### config.mk
export PLATFORM = sky130hd
export DESIGN_NAME = emulador_sensores
export DESIGN_NICKNAME = d
export VERILOG_FILES = /design/src/rtl/emulador_sensores.sv
export SDC_FILE = /design/constraint.sdc
export NUM_CORES = 1
export LEC_CHECK = 0
export BUFFER_PORTS_ARGS = -buffer_cell sky130_fd_sc_hd__clkbuf_2
export CORE_MARGIN = 8
export CORE_UTILIZATION = 59
export CTS_BUF_LIST = sky130_fd_sc_hd__clkbuf_8
export CTS_CLUSTER_DIAMETER = 200
export DETAILED_ROUTE_END_ITERATION = 10
export GPL_ROUTABILITY_DRIVEN = 0
export PLACE_DENSITY = 0.8
export SETUP_SLACK_MARGIN = 0.4
export SLEW_MARGIN = 20
export SYNTH_ARGS = -nofsm -noshare
export SYNTH_HDL_FRONTEND = slang
export SYNTH_SLANG_ARGS = --single-unit
### constraint.sdc
create_clock -name clk -period 3.5 [get_ports clk]
set_clock_uncertainty 0.2 [all_clocks]
set_input_delay 0.35 -clock clk [delete_from_list [all_inputs] [get_ports clk]]
set_output_delay 0.35 -clock clk [all_outputs]
set_load 0.01 [all_outputs]
### src/rtl/emulador_sensores.sv
// emulador_sensores: queued ingress/egress car commands replayed as the a/b sensor Gray sequence.
// A small FIFO feeds a phase FSM whose registered outputs drive the detector directly.
module emulador_sensores #(
    parameter int PHASE_CYCLES = 4,
    parameter int GAP_CYCLES   = 2,
    parameter int DEPTH        = 4
) (
    input  logic                       clk,
    input  logic                       rst,
    input  logic                       cmd_valid,
    input  logic                       cmd_dir,
    output logic                       cmd_ready,
    output logic                       sensor_a,
    output logic                       sensor_b,
    output logic                       busy,
    output logic                       done,
    output logic                       done_dir,
    output logic [$clog2(DEPTH+1)-1:0] pending
);
    localparam int AW = $clog2(DEPTH);
    localparam int CW = $clog2(DEPTH + 1);
    localparam int TW = $clog2((PHASE_CYCLES > GAP_CYCLES ? PHASE_CYCLES : GAP_CYCLES) + 1);

    typedef enum logic [2:0] {IDLE, PH1, PH2, PH3, GAP} state_t;

    state_t          state_q, state_d;
    logic [TW-1:0]   tmr_q, tmr_d;
    logic            dir_q, dir_d;
    logic [1:0]      ab_q, ab_d;
    logic            done_q, done_d;
    logic            done_dir_q;
    logic [DEPTH-1:0] mem_q;
    logic [AW-1:0]   wr_q, rd_q;
    logic [CW-1:0]   cnt_q;
    logic            full, push, pop;

    assign full      = cnt_q == CW'(DEPTH);
    assign cmd_ready = !full;
    assign push      = cmd_valid && !full;
    assign pop       = state_q == IDLE && cnt_q != '0;
    assign pending   = cnt_q;
    assign busy      = state_q != IDLE;
    assign sensor_a  = ab_q[1];
    assign sensor_b  = ab_q[0];
    assign done      = done_q;
    assign done_dir  = done_dir_q;

    // Pointers wrap naturally since DEPTH is a power of two.
    always_ff @(posedge clk) begin
        if (rst) begin
            wr_q  <= '0;
            rd_q  <= '0;
            cnt_q <= '0;
        end else begin
            if (push) begin
                mem_q[wr_q] <= cmd_dir;
                wr_q        <= wr_q + 1'b1;
            end
            if (pop)
                rd_q <= rd_q + 1'b1;
            cnt_q <= cnt_q + CW'(push) - CW'(pop);
        end
    end

    always_ff @(posedge clk) begin
        if (rst) begin
            state_q    <= IDLE;
            tmr_q      <= '0;
            dir_q      <= 1'b0;
            ab_q       <= 2'b00;
            done_q     <= 1'b0;
            done_dir_q <= 1'b0;
        end else begin
            state_q    <= state_d;
            tmr_q      <= tmr_d;
            dir_q      <= dir_d;
            ab_q       <= ab_d;
            done_q     <= done_d;
            done_dir_q <= done_d && dir_d;
        end
    end

    always_comb begin
        state_d = state_q;
        tmr_d   = tmr_q;
        dir_d   = dir_q;
        case (state_q)
            IDLE: if (pop) begin
                state_d = PH1;
                tmr_d   = TW'(PHASE_CYCLES - 1);
                dir_d   = mem_q[rd_q];
            end
            PH1, PH2, PH3: if (tmr_q == '0) begin
                state_d = state_q == PH1 ? PH2 : state_q == PH2 ? PH3 : GAP;
                tmr_d   = state_q == PH3 ? TW'(GAP_CYCLES - 1) : TW'(PHASE_CYCLES - 1);
            end else begin
                tmr_d = tmr_q - 1'b1;
            end
            GAP: if (tmr_q == '0) state_d = IDLE; else tmr_d = tmr_q - 1'b1;
            default: state_d = IDLE;
        endcase
    end

    // Outputs are registered from the next state so the pattern appears on the entering edge.
    always_comb begin
        ab_d   = state_d == PH1 ? (dir_d ? 2'b01 : 2'b10) :
                 state_d == PH2 ? 2'b11 :
                 state_d == PH3 ? (dir_d ? 2'b10 : 2'b01) : 2'b00;
        done_d = state_q == PH3 && state_d == GAP;
    end
endmodule

* Yosys cells after proc, flatten, opt, wreduce, memory -nomap -nowiden
Index checks and enable logic that the tools add are counted.
** Cells by class
- Bitwise logic cells :: 1
- $add $sub $neg :: 5
- $lt $le $gt $ge :: 3
- Reduce and logical (&&, ||, !) cells :: 14
- Eq/ne operators :: 11
- Mux-type cells :: 23
** Operators by type and width (count)
- 3-bit 2-to-1 mux :: 8
- 3-bit case mux with 3 select lines :: 2
- 3-bit by 2-bit equality test with 1-bit output, second input constant :: 4
- 2-bit 2-to-1 mux :: 6
- 3-bit equality test, second input constant :: 3
- 3-bit nonzero test :: 3
- 3-bit by 1-bit equality test with 1-bit output, second input constant :: 2
- 3-bit zero test :: 2
- 2-bit by 3-bit less-than comparator with 1-bit output, second input constant :: 2
- 1-bit logical AND :: 5
- 2-bit by 1-bit adder with 2-bit output, second input constant :: 2
- 4-bit bitwise mux :: 1
- 1-bit 2-to-1 mux :: 4
- 2-bit inequality test, second input constant :: 2
- 3-bit by 1-bit adder with 3-bit output :: 1
- 3-bit AND reduction :: 1
- 3-bit OR reduction :: 1
- 3-bit by 1-bit subtractor with 3-bit output :: 1
- 3-bit by 1-bit subtractor with 3-bit output, second input constant :: 1
- 1-bit binary-select mux with 2-bit select :: 1
- 1-bit demux with 2-bit select :: 1
- 2-bit by 1-bit >= comparator with 1-bit output, second input constant :: 1
- 2-bit AND reduction :: 1
- 1-bit zero test :: 1
- 1-bit inverter :: 1
** Word-level totals
- Register bits :: 22
- Input port bits :: 4
- Logic and storage cells :: 67
- Output and inout bits :: 9

* Depth between registers and ports, before layout
Gate-level depths: netlist (run 1).
- Word-level depth :: 9
- Mapped depth :: 12
- Gate-level depth less buffers :: 11

* Worst setup path before layout (run 1)
No wires, ideal clock.
- Path kind :: reg2reg
- Start :: register cnt_q[2], in the netlist pending[2]
- End :: register cnt_q[2], in the netlist pending[2]
- Setup slack :: 0.911 ns
- Data arrival time :: 2.261 ns
- Period minus slack after synthesis :: 2.589 ns
- Cell stages (with the launch flop) :: 11
- Path through :: dfxtp_1 -> or3b_2 -> nand2_1 -> ha_1 -> inv_1 -> ha_1 -> inv_1 -> fa_1 -> xor2_1 -> xnor2_1 -> nor2_1
** On the way
- Longest elaborated chain between the ends :: 5
** Ends and longest elaborated chain
- start, declared :: RTL line 34 : logic [CW-1:0] cnt_q;
- start signal, assigned :: RTL line 61 : cnt_q <= cnt_q + CW'(push) - CW'(pop);
- 3-bit equality test :: RTL line 37 : assign full = cnt_q == CW'(DEPTH);
- 1-bit zero test
- named net cmd_ready :: RTL line 12 : output logic cmd_ready,
- 1-bit logical AND :: RTL line 39 : assign push = cmd_valid && !full;
- 3-bit by 1-bit adder with 3-bit output :: RTL line 61
- 3-bit by 1-bit subtractor with 3-bit output :: RTL line 61
The timed path passes the listed nets, and every way through them passes these cells.
A chain may end at the register's enable or synchronous reset.

* Final worst setup path (run 1)
- Start :: register cnt_q[2], in the netlist pending[2]
- End :: register cnt_q[2], in the netlist pending[2]
** On the way
- Longest elaborated chain between the ends :: 5
** Ends and longest elaborated chain (RTL line)
- 3-bit equality test :: 37
- 1-bit zero test :: 39
- 1-bit logical AND :: 39
- 3-bit by 1-bit adder with 3-bit output :: 61
- 3-bit by 1-bit subtractor with 3-bit output * :: 61
Every way passes the cells marked *; elsewhere a longest branch is shown, timed or not.

==> results of run 1 <==
==> layer usage <==
| metal | routed length [um] | global-route usage [%] | up-vias |
|---|---|---|---|
| met5 | 0 | 0 | - |
| met4 | 24 | 4.98 | 0 |
| met3 | 103 | 2.54 | 4 |
| met2 | 1020 | 21.4 | 27 |
| met1 | 1050 | 15.7 | 440 |
| li1 | - | - | 463 |
==> per-stage QoR <==
step	std cells	hold WS (ns)	area, sq um	power [uW]	util (%)
after floorplan	126	0.222	1180	847	-
after global placement	162	0.265	1250	953	65.2
after detailed placement	162	0.281	1250	980	65.2
after CTS	166	0.109	1310	1160	68.1
after global routing	166	0.109	1310	1260	68.1
final	166	0.116	1310	1160	68.1
==> cell type report <==
class / instances / area (sq um)
Tap cell: 27 / 33.8
Sequential cell: 22 / 480
Clock buffer: 4 / 55.1
Fill cell: 173 / 613
Inverter: 11 / 41.3
Multi-Input combinational cell: 90 / 638
Timing Repair Buffer: 12 / 60.1
==> worst min-delay path by stage <==
stage | start | endpoint | slack, ns | cells past startpoint
6_report | cmd_dir | mem_q[3] | 0.12 | 1
5_1_grt | cmd_dir | mem_q[3] | 0.11 | 1
4_1_cts | cmd_dir | mem_q[3] | 0.11 | 1
3_5_place_dp | dir_q | ab_q[0] | 0.28 | 1
3_3_place_gp | dir_q | ab_q[0] | 0.27 | 1
2_1_floorplan | rst | pending[0] | 0.22 | 1
==> layout by cell type, fill, tap and decap left out, types with 2 or more instances in the layout <==
cell / Yosys / final
o21ai_0: 2 / 2
xnor2_1: 3 / 3
clkbuf_2: 0 / 12
dfxtp_1: 18 / 18
xor2_1: 2 / 2
nand3_1: 6 / 6
or3_1: 2 / 2
and2_1: 4 / 4
nor4_1: 2 / 2
clkbuf_8: 0 / 4
nor2b_1: 3 / 3
nand2_1: 8 / 8
nor2_1: 14 / 14
a21o_1: 3 / 3
nor3_2: 3 / 3
inv_1: 10 / 10
ha_1: 8 / 8
edfxtp_1: 4 / 4
a31oi_1: 2 / 2
nor3_1: 3 / 3
a21oi_1: 5 / 5
==> sequential cells by signal, summed over array words and instances (netlist names) <==
register / flops
state_q: 3
wr_q: 2
pending: 3
mem_q: 4
dir_q: 1
done_dir: 1
done: 1
rd_q: 2
tmr_q: 3
ab_q: 2
==> power by group <==
group	internal (uW)	switching, uW
sequential	327	76.9
clock	100	80.2
combinational	257	320
total	684	477
==> critical path, stage by stage (launching register included) <==
cell and delay, ns:
dfxtp_1 0.45, or3b_2 0.49, nand2_1 0.17, ha_1 0.25
inv_1 0.06, ha_1 0.13, inv_1 0.05, fa_1 0.36
xor2_1 0.18, xnor2_1 0.14, nor2_1 0.05
==> cells by family after synthesis <==
family	after synthesis
simple gates	56
mux	2
flops	22
buf+inv	14
fa+ha+maj	9
xor+xnor	5
compound gates	18
==> summary.txt, run 1 <==
status = completed
WS Path Type = register to register
core area = 0.00192 sq mm
top post-synthesis cells by area = dfxtp_1, edfxtp_1, ha_1, nor2_1, inv_1
first-pass detailed-route iteration total = 4
reg2reg start = pending[2]
Final ANT Viol Nets = 0
clk slew on worst S/H paths = 0.08 ns
Post-Synth XOR/XNOR Area = 3.72%
DRC viols = 0
layout cell share with drive strength beyond 1 = 18.7%
Reg-to-Reg End = pending[2]
detailed-route via count = 934
final wirelength = 2200 um
# hold bufs at CTS = 0
minimum clock period = 2.63 ns
crit-path max FO = 6
Required @ worst endpoint = 3.45 ns
TNS Setup = 0 ns
top post-synthesis cells by count = dfxtp_1, nor2_1, inv_1
# clock sinks = 22
f_max = 0.380 GHz
TritonCTS clock tree = done
setup slack after layout = 0.867 ns
Synth Register Bits = 22
RSZ-0062 raised after global routing = false
share of the synthesized area in the top cell type = 30.6%
clock latency on the worst-skew pair = 0.26 ns
# diodes = 0
number of synthesized flops with an enable pin = 4
Post-synth ARST share = 0%
syn nets = 139
Mapped Cells = 126
cts bufs inserted = 3
die footprint = 0.00368 sq mm
R2R Setup Slk = 0.87 ns
Final Setup Violations = 0
Post-CTS Resized = 0
DP HPWL = 1620 um
post-synthesis adder-cell area fraction = 10.2%
sequential-to-total area share from yosys stat = 40.9%
post-CTS setup buffers = 0
maxcap violations = 0
Initial Util = 61.2%
simple-gate area share of the yosys netlist = 26.9%
PortBufs = 12
first-pass GRT wire length = 3660 um
crit path capture type = register
CP Data Arrival Time = 2.58 ns
Post-layout nets = 153
Fin. Hold Viols = 0
Worst Setup SP = pending[2]
Top Ports = 13
reg2reg path depth = 10
initial antenna violation count = 0
Slew @ Worst Pin = 0.453 ns
Chip Width = 60.6 um
Startpoint Class = register
die span in y = 60.6 um
fin. max-slew vios = 0
GRT overflow = 0
Warnings, synthesis = 0
root buffer cell = clkbuf_8
H-tree lvl count = 1
mux share of post-synthesis cell area = 2.77%
fin crit share = 75.2%
area grow syn2layout = 11.3%
CTS Buffer Depth = 2
dpl ws = 0.860 ns
ys flop type = dfxtp_1
distinct cell type count after synthesis = 43
Mean Syn Cell Area = 9.33 sq um
WL/cell = 13.2 um
Site Rows = 16
top cell type by total area after synthesis = dfxtp_1
total global-route track usage = 12.8%
HP Class = input port to register
Worst VDD drop = 0.000545 V
DR vias/cell = 5.63
Leak = 0.000586 uW
main combinational cell family by area after synthesis = simple AND/OR/NAND/NOR gates
Starting DRT DRC Count = 20
Post-Syn Area = 0.00118 sq mm
Critical Path Sink = pending[2]
Compound-Gate Fraction of Synth Area = 10.6%
worst relative slew slack = 69.6%
most numerous cell in the Yosys netlist = dfxtp_1
largest net degree at the start of global routing = 17
pwr dens = 887 mW/mm^2
vias in the first global route = 895
(Power assumes the default switching activity.)
==> run 2, diff against run 1 <==
==> constraint.sdc (replaced) <==
create_clock -name clk -period 2.8 [get_ports clk]
set_clock_uncertainty 0.2 [all_clocks]
set_input_delay 0.28 -clock clk [delete_from_list [all_inputs] [get_ports clk]]
set_output_delay 0.28 -clock clk [all_outputs]
set_load 0.01 [all_outputs]
==> run 2 against run 1 <==
  * Critical endpoint unchanged
  * Worst hold slack worse by 0.077 ns
  * Routed wire length up 15%
  * Global-route usage up 0.91 points
  * Core utilization up 8.3 points
  * First-iteration DRC count up 50%
  * Largest power group unchanged
  * Cell count up 6.6%
  * Total power up 50%
==> summary.txt, run 2 (synthesized netlist as in run 1, its figures left out) <==
status = completed
Starting DRT DRC Count = 30 (+50%)
post-route insts no fill = 177 (+6.6%)
Fin. Hold Viols = 0 (unchanged)
H-tree lvl count = 1 (unchanged)
DR vias/cell = 5.56 (-1.2%)
Top Ports = 13 (unchanged)
Filler Cells Inserted = 136 (-21%)
reg2reg start = state_q[0]
Seq pwr share = 29.9% (-4.8 points)
Clk pwr share = 16.9% (+1.4 points)
area occupied by multi-input gates = 682 sq um (+6.9%)
most common cell after layout, fill and taps aside = nor2_1
post-route cell area = 0.00147 sq mm (+12%)
Slew @ Worst Pin = 0.349 ns (-0.104 ns)
pwr dens = 1180 mW/mm^2 (+33%)
Gate power share = 53.2% (+3.5 points)
area grow syn2layout = 24.9%
first-pass detailed-route iteration total = 4 (unchanged)
fin. max-slew vios = 0 (unchanged)
largest net degree at the start of global routing = 17 (unchanged)
fin crit share = 85.3% (+10 points)
Initial Util = 61.2% (unchanged)
clk slew on worst S/H paths = 0.08 ns (about the same)
register area = 498 sq um (+3.6%)
RSZ-0062 raised after global routing = true
first-pass GRT wire length = 3910 um (+6.8%)
Largest register FFs = 4 (unchanged)
most frequent cells in the layout = nor2_1, dfxtp_1, clkbuf_2
reg2reg path depth = 11 (+1)
slowest stage cell, crit path = dfxtp_4
WHS = 0.0385 ns (-0.0773 ns)
core area = 0.00192 sq mm (unchanged)
die footprint = 0.00368 sq mm (unchanged)
PortBufs = 12 (unchanged)
f_max = 0.419 GHz (+10%)
Chip Width = 60.6 um (unchanged)
Post-layout nets = 164 (+7.2%)
setup slack after layout = 0.412 ns (-0.455 ns)
# diodes = 0 (unchanged)
layout cell share with drive strength beyond 1 = 33.3% (+15 points)
internal power = 1060 uW (+55%)
WS Path Type = register to register
# clock sinks = 22 (unchanged)
cts bufs inserted = 3 (unchanged)
TNS Setup = 0 ns (unchanged)
Worst Hold End = mem_q[2]
worst path cell trace = nor3_4, inv_2, nor2_4, ha_4, inv_2, ha_4, inv_2, fa_2, xor2_1, xnor2_1, nor2_1
dpl ws = 0.314 ns (-0.546 ns)
CTS Buffer Depth = 2 (unchanged)
hold path depth = 1 (unchanged)
worst relative slew slack = 76.5% (+6.9 points)
root buffer cell = clkbuf_8
Min-Delay Startpoint = cmd_dir
Reg-to-Reg End = pending[2]
initial antenna violation count = 0 (unchanged)
Placed Area = 0.00127 sq mm (+1.7%)
Top reg by flops = mem_q
Final Setup Violations = 0 (unchanged)
GRT overflow = 0 (unchanged)
Final ANT Viol Nets = 0 (unchanged)
detailed-route via count = 984 (+5.4%)
# hold bufs at CTS = 0 (unchanged)
Switch Pwr = 679 uW (+42%)
Site Rows = 16 (unchanged)
WL/cell = 14.3 um (+7.7%)
CP Data Arrival Time = 2.33 ns (-0.25 ns)
die span in y = 60.6 um (unchanged)
final wirelength = 2530 um (+15%)
Worst VDD drop = 0.000718 V (+32%)
R2R Setup Slk = 0.41 ns (-0.46 ns)
most common cell type on the critical path = inv_2
minimum clock period = 2.39 ns (-0.245 ns)
clock latency on the worst-skew pair = 0.26 ns (about the same)
buffers and inverters on the worst path = 3 (+1)
Leak = 0.000653 uW (+11%)
TritonCTS clock tree = done
DP HPWL = 1600 um (-1.1%)
crit path capture type = register
HP Class = input port to register
total global-route track usage = 13.7% (+0.91 points)
critical path's largest stage delay = 0.38 ns (-0.11 ns)
Post-Place Cells = 163 (+0.62%)
Required @ worst endpoint = 2.74 ns (-0.71 ns)
maxcap violations = 0 (unchanged)
crit-path max FO = 8 (+2)
sw frac = 39.1% (-2.0 points)
DRC viols = 0 (unchanged)
Startpoint Class = register
delay-heaviest family, CP = adder cells
vias in the first global route = 923 (+3.1%)
run 2: how the worst max path moves through the flow:
stage	startpoint	to	slack, ns	cells past startpoint
final	state_q[0]	pending[2]	0.41	11
after global routing	state_q[0]	pending[2]	0.33	11
after CTS	pending[0]	pending[2]	0.41	10
after detailed placement	state_q[2]	pending[2]	0.31	11
after global placement	pending[2]	pending[2]	0.41	10
after floorplan	pending[0]	pending[2]	0.42	10
run 2: power by group through the flow:
| stage | Sequential (uW) | Combinational [uW] | Clock [uW] |
|---|---|---|---|
| 3_5_place_dp | 516 | 733 | 0 |
| 3_3_place_gp | 512 | 721 | 0 |
| 5_1_grt | 528 | 1040 | 306 |
| 2_1_floorplan | 491 | 587 | 0 |
| 6_report | 519 | 924 | 294 |
| 4_1_cts | 511 | 786 | 298 |
run 2: per-stage QoR:
stage                     total power, uW  util [%]
after detailed placement             1250      66.3
final                                1740      76.4
after global placement               1230      66.3
after CTS                            1600      72.3
after floorplan                      1080         -
after global routing                 1870      76.4
run 2: layout make-up:
class                           instances  share of cell area, %
Multi-Input combinational cell         90                   46.4
Sequential cell                        22                   33.9
Timing Repair Buffer                   23                   9.71
Clock buffer                            3                   2.81
Inverter                               11                   2.81
Tap cell                               27                   2.30
Clock inverter                          1                   2.04
run 2: per-layer routing:
metal	share of wire (%)	vias up	wire length [um]	global-route usage, %
met1	47	460	1200	18.1
li1	-	491	-	-
met3	5.9	2	149	2.33
met5	0	-	0	0
met2	46	31	1170	21.7
met4	0.55	0	14	5.32
run 2: repair_timing:
action,4_1_cts,5_1_grt
buffers inserted,4,6
endpoints found under the setup margin,1,1
resized for setup,6,9
gates cloned,0,0
pin swaps,3,6
==> run 3, diff against run 2 <==
--- a/config.mk
+++ b/config.mk
@@ -7,12 +7,12 @@
 export LEC_CHECK = 0
 export BUFFER_PORTS_ARGS = -buffer_cell sky130_fd_sc_hd__clkbuf_2
 export CORE_MARGIN = 8
-export CORE_UTILIZATION = 59
+export CORE_UTILIZATION = 45
 export CTS_BUF_LIST = sky130_fd_sc_hd__clkbuf_8
 export CTS_CLUSTER_DIAMETER = 200
 export DETAILED_ROUTE_END_ITERATION = 10
 export GPL_ROUTABILITY_DRIVEN = 0
-export PLACE_DENSITY = 0.8
+export MAX_ROUTING_LAYER = met4
 export SETUP_SLACK_MARGIN = 0.4
 export SLEW_MARGIN = 20
 export SYNTH_ARGS = -nofsm -noshare
==> run 3 against run 2 <==
  * Critical path depth fell by 1
  * Count of clock-buffer cells in the layout did not move
  * Total power rose by 1.1%
  * Routed wire length did not move
  * Fmax rose by 0.60%
  * Clock power rose by 2%
  * Sequential power fell by 3%
  * Core utilization fell by 16 points
==> summary.txt, run 3 (synthesized netlist as in run 1, its figures left out) <==
status = completed
delay-heaviest family, CP = adder cells
Slew @ Worst Pin = 0.442 ns (+0.0924 ns)
core area = 0.00248 sq mm (+29%)
Post-layout nets = 163 (-0.61%)
clk slew on worst S/H paths = 0.08 ns (about the same)
Initial Util = 47.5% (-14 points)
Starting DRT DRC Count = 71 (+140%)
Min-Delay Startpoint = cmd_dir
minimum clock period = 2.37 ns (-0.0142 ns)
cts bufs inserted = 3 (unchanged)
buffers and inverters on the worst path = 2 (-1)
CTS Buffer Depth = 2 (unchanged)
slowest stage cell, crit path = or3b_4
Top reg by flops = mem_q
GRT overflow = 0 (unchanged)
Post-Place Cells = 167 (+2.5%)
reg2reg start = pending[0]
crit path capture type = register
Crit. path cell count = 10 (-1)
first-pass detailed-route iteration total = 4 (unchanged)
detailed-route via count = 953 (-3.2%)
# hold bufs at CTS = 0 (unchanged)
Top Ports = 13 (unchanged)
RSZ-0062 raised after global routing = true
Leak = 0.000654 uW (+0.11%)
Filler Cells Inserted = 225 (+65%)
most frequent cells in the layout = nor2_1, dfxtp_1, clkbuf_2
CP Data Arrival Time = 2.32 ns (about the same)
most common cell type on the critical path = ha_4
Final Setup Violations = 0 (unchanged)
WS Path Type = register to register
total global-route track usage = 11.8% (-1.9 points)
Site Rows = 18 (+2)
PortBufs = 12 (unchanged)
die span in y = 67.1 um (+11%)
Worst Hold End = mem_q[2]
first-pass GRT wire length = 4130 um (+5.5%)
Required @ worst endpoint = 2.75 ns (about the same)
DR vias/cell = 5.32 (-4.2%)
TNS Setup = 0 ns (unchanged)
final wirelength = 2530 um (unchanged)
fin. max-slew vios = 0 (unchanged)
Reg-to-Reg End = pending[2]
worst relative slew slack = 70.3% (-6.2 points)
R2R Setup Slk = 0.43 ns (about the same)
DP HPWL = 1670 um (+4.1%)
fin crit share = 84.8% (-0.51 points)
dpl ws = 0.253 ns (-0.0607 ns)
WL/cell = 14.1 um (-1.1%)
# clock sinks = 22 (unchanged)
layout cell share with drive strength beyond 1 = 32.9% (-0.45 points)
Final ANT Viol Nets = 0 (unchanged)
Largest register FFs = 4 (unchanged)
setup slack after layout = 0.426 ns (+0.0142 ns)
critical path's largest stage delay = 0.41 ns (+0.03 ns)
worst path cell trace = or3b_4, nand2_4, ha_4, inv_4, ha_4, inv_2, fa_2, xor2_2, xnor2_1, nor2_1
Worst VDD drop = 0.000740 V (+3.0%)
pwr dens = 1180 mW/mm^2 (-0.35%)
area occupied by multi-input gates = 696 sq um (+2.0%)
post-route insts no fill = 179 (+1.1%)
DRC viols = 0 (unchanged)
maxcap violations = 0 (unchanged)
reg2reg path depth = 10 (-1)
Fin. Hold Viols = 0 (unchanged)
area grow syn2layout = 26.7%
crit-path max FO = 4 (-4)
hold path depth = 1 (unchanged)
clock latency on the worst-skew pair = 0.26 ns (about the same)
final core occ = 60.2% (-16 points)
root buffer cell = clkbuf_8
TritonCTS clock tree = done
die footprint = 0.00451 sq mm (+23%)
f_max = 0.421 GHz (+0.60%)
initial antenna violation count = 0 (unchanged)
H-tree lvl count = 1 (unchanged)
HP Class = input port to register
largest net degree at the start of global routing = 17 (unchanged)
most common cell after layout, fill and taps aside = nor2_1
vias in the first global route = 942 (+2.1%)
Startpoint Class = register
# diodes = 0 (unchanged)
Chip Width = 67.1 um (+11%)
register area = 494 sq um (-0.75%)
## run 3: changes by cell type in the layout (fill, tap and decap cells not counted), sizes merged
| cell | previous run | this run |
|---|---|---|
| buf | 11 | 10 |
## run 3: per-stage QoR
| stage | hold slack (ns) | total power (uW) | area (sq um) |
|---|---|---|---|
| finish | 0.0370 | 1760 | 1490 |
| global route | 0.0297 | 1900 | 1490 |
| CTS | 0.0318 | 1650 | 1430 |
| detailed placement | 0.291 | 1260 | 1290 |
| global placement | 0.279 | 1250 | 1290 |
| floorplan | 0.152 | 1080 | 1190 |
## run 3: routing by layer
metal | GRT usage [%] | wire length, um | vias to the layer above
met5 | - | 0 | -
met4 | 4.18 | 21 | 0
met3 | 3.19 | 128 | 4
met2 | 17.6 | 1140 | 27
met1 | 15.0 | 1240 | 437
li1 | - | - | 485
## run 3: how the worst max path moves through the flow
stage	endpoint	slack, ns	start
3_5_place_dp	pending[2]	0.25	state_q[0]
5_1_grt	pending[2]	0.33	pending[0]
3_3_place_gp	pending[2]	0.30	state_q[0]
2_1_floorplan	pending[2]	0.42	pending[0]
4_1_cts	pending[2]	0.41	pending[0]
6_report	pending[2]	0.43	pending[0]
## run 3: what timing repair did
item,CTS,global route
endpoints found under the hold margin,0,0
buffers inserted,7,1
setup endpoints to repair,1,1
resized for setup,7,9
pin swaps,6,9
## run 3: report_power, final
part / switching, uW / internal (uW)
clock: 109 / 191
sequential: 82.2 / 419
combinational: 495 / 461
## run 3: final cells by class
cell class,count,share of cell area (%)
clock inverters,1,2.02
flip-flops and latches,22,33.2
multi-input cells,90,46.7
well taps,30,2.52
repair buffers,22,9.91
inverters,11,2.94
clock buffers,3,2.77
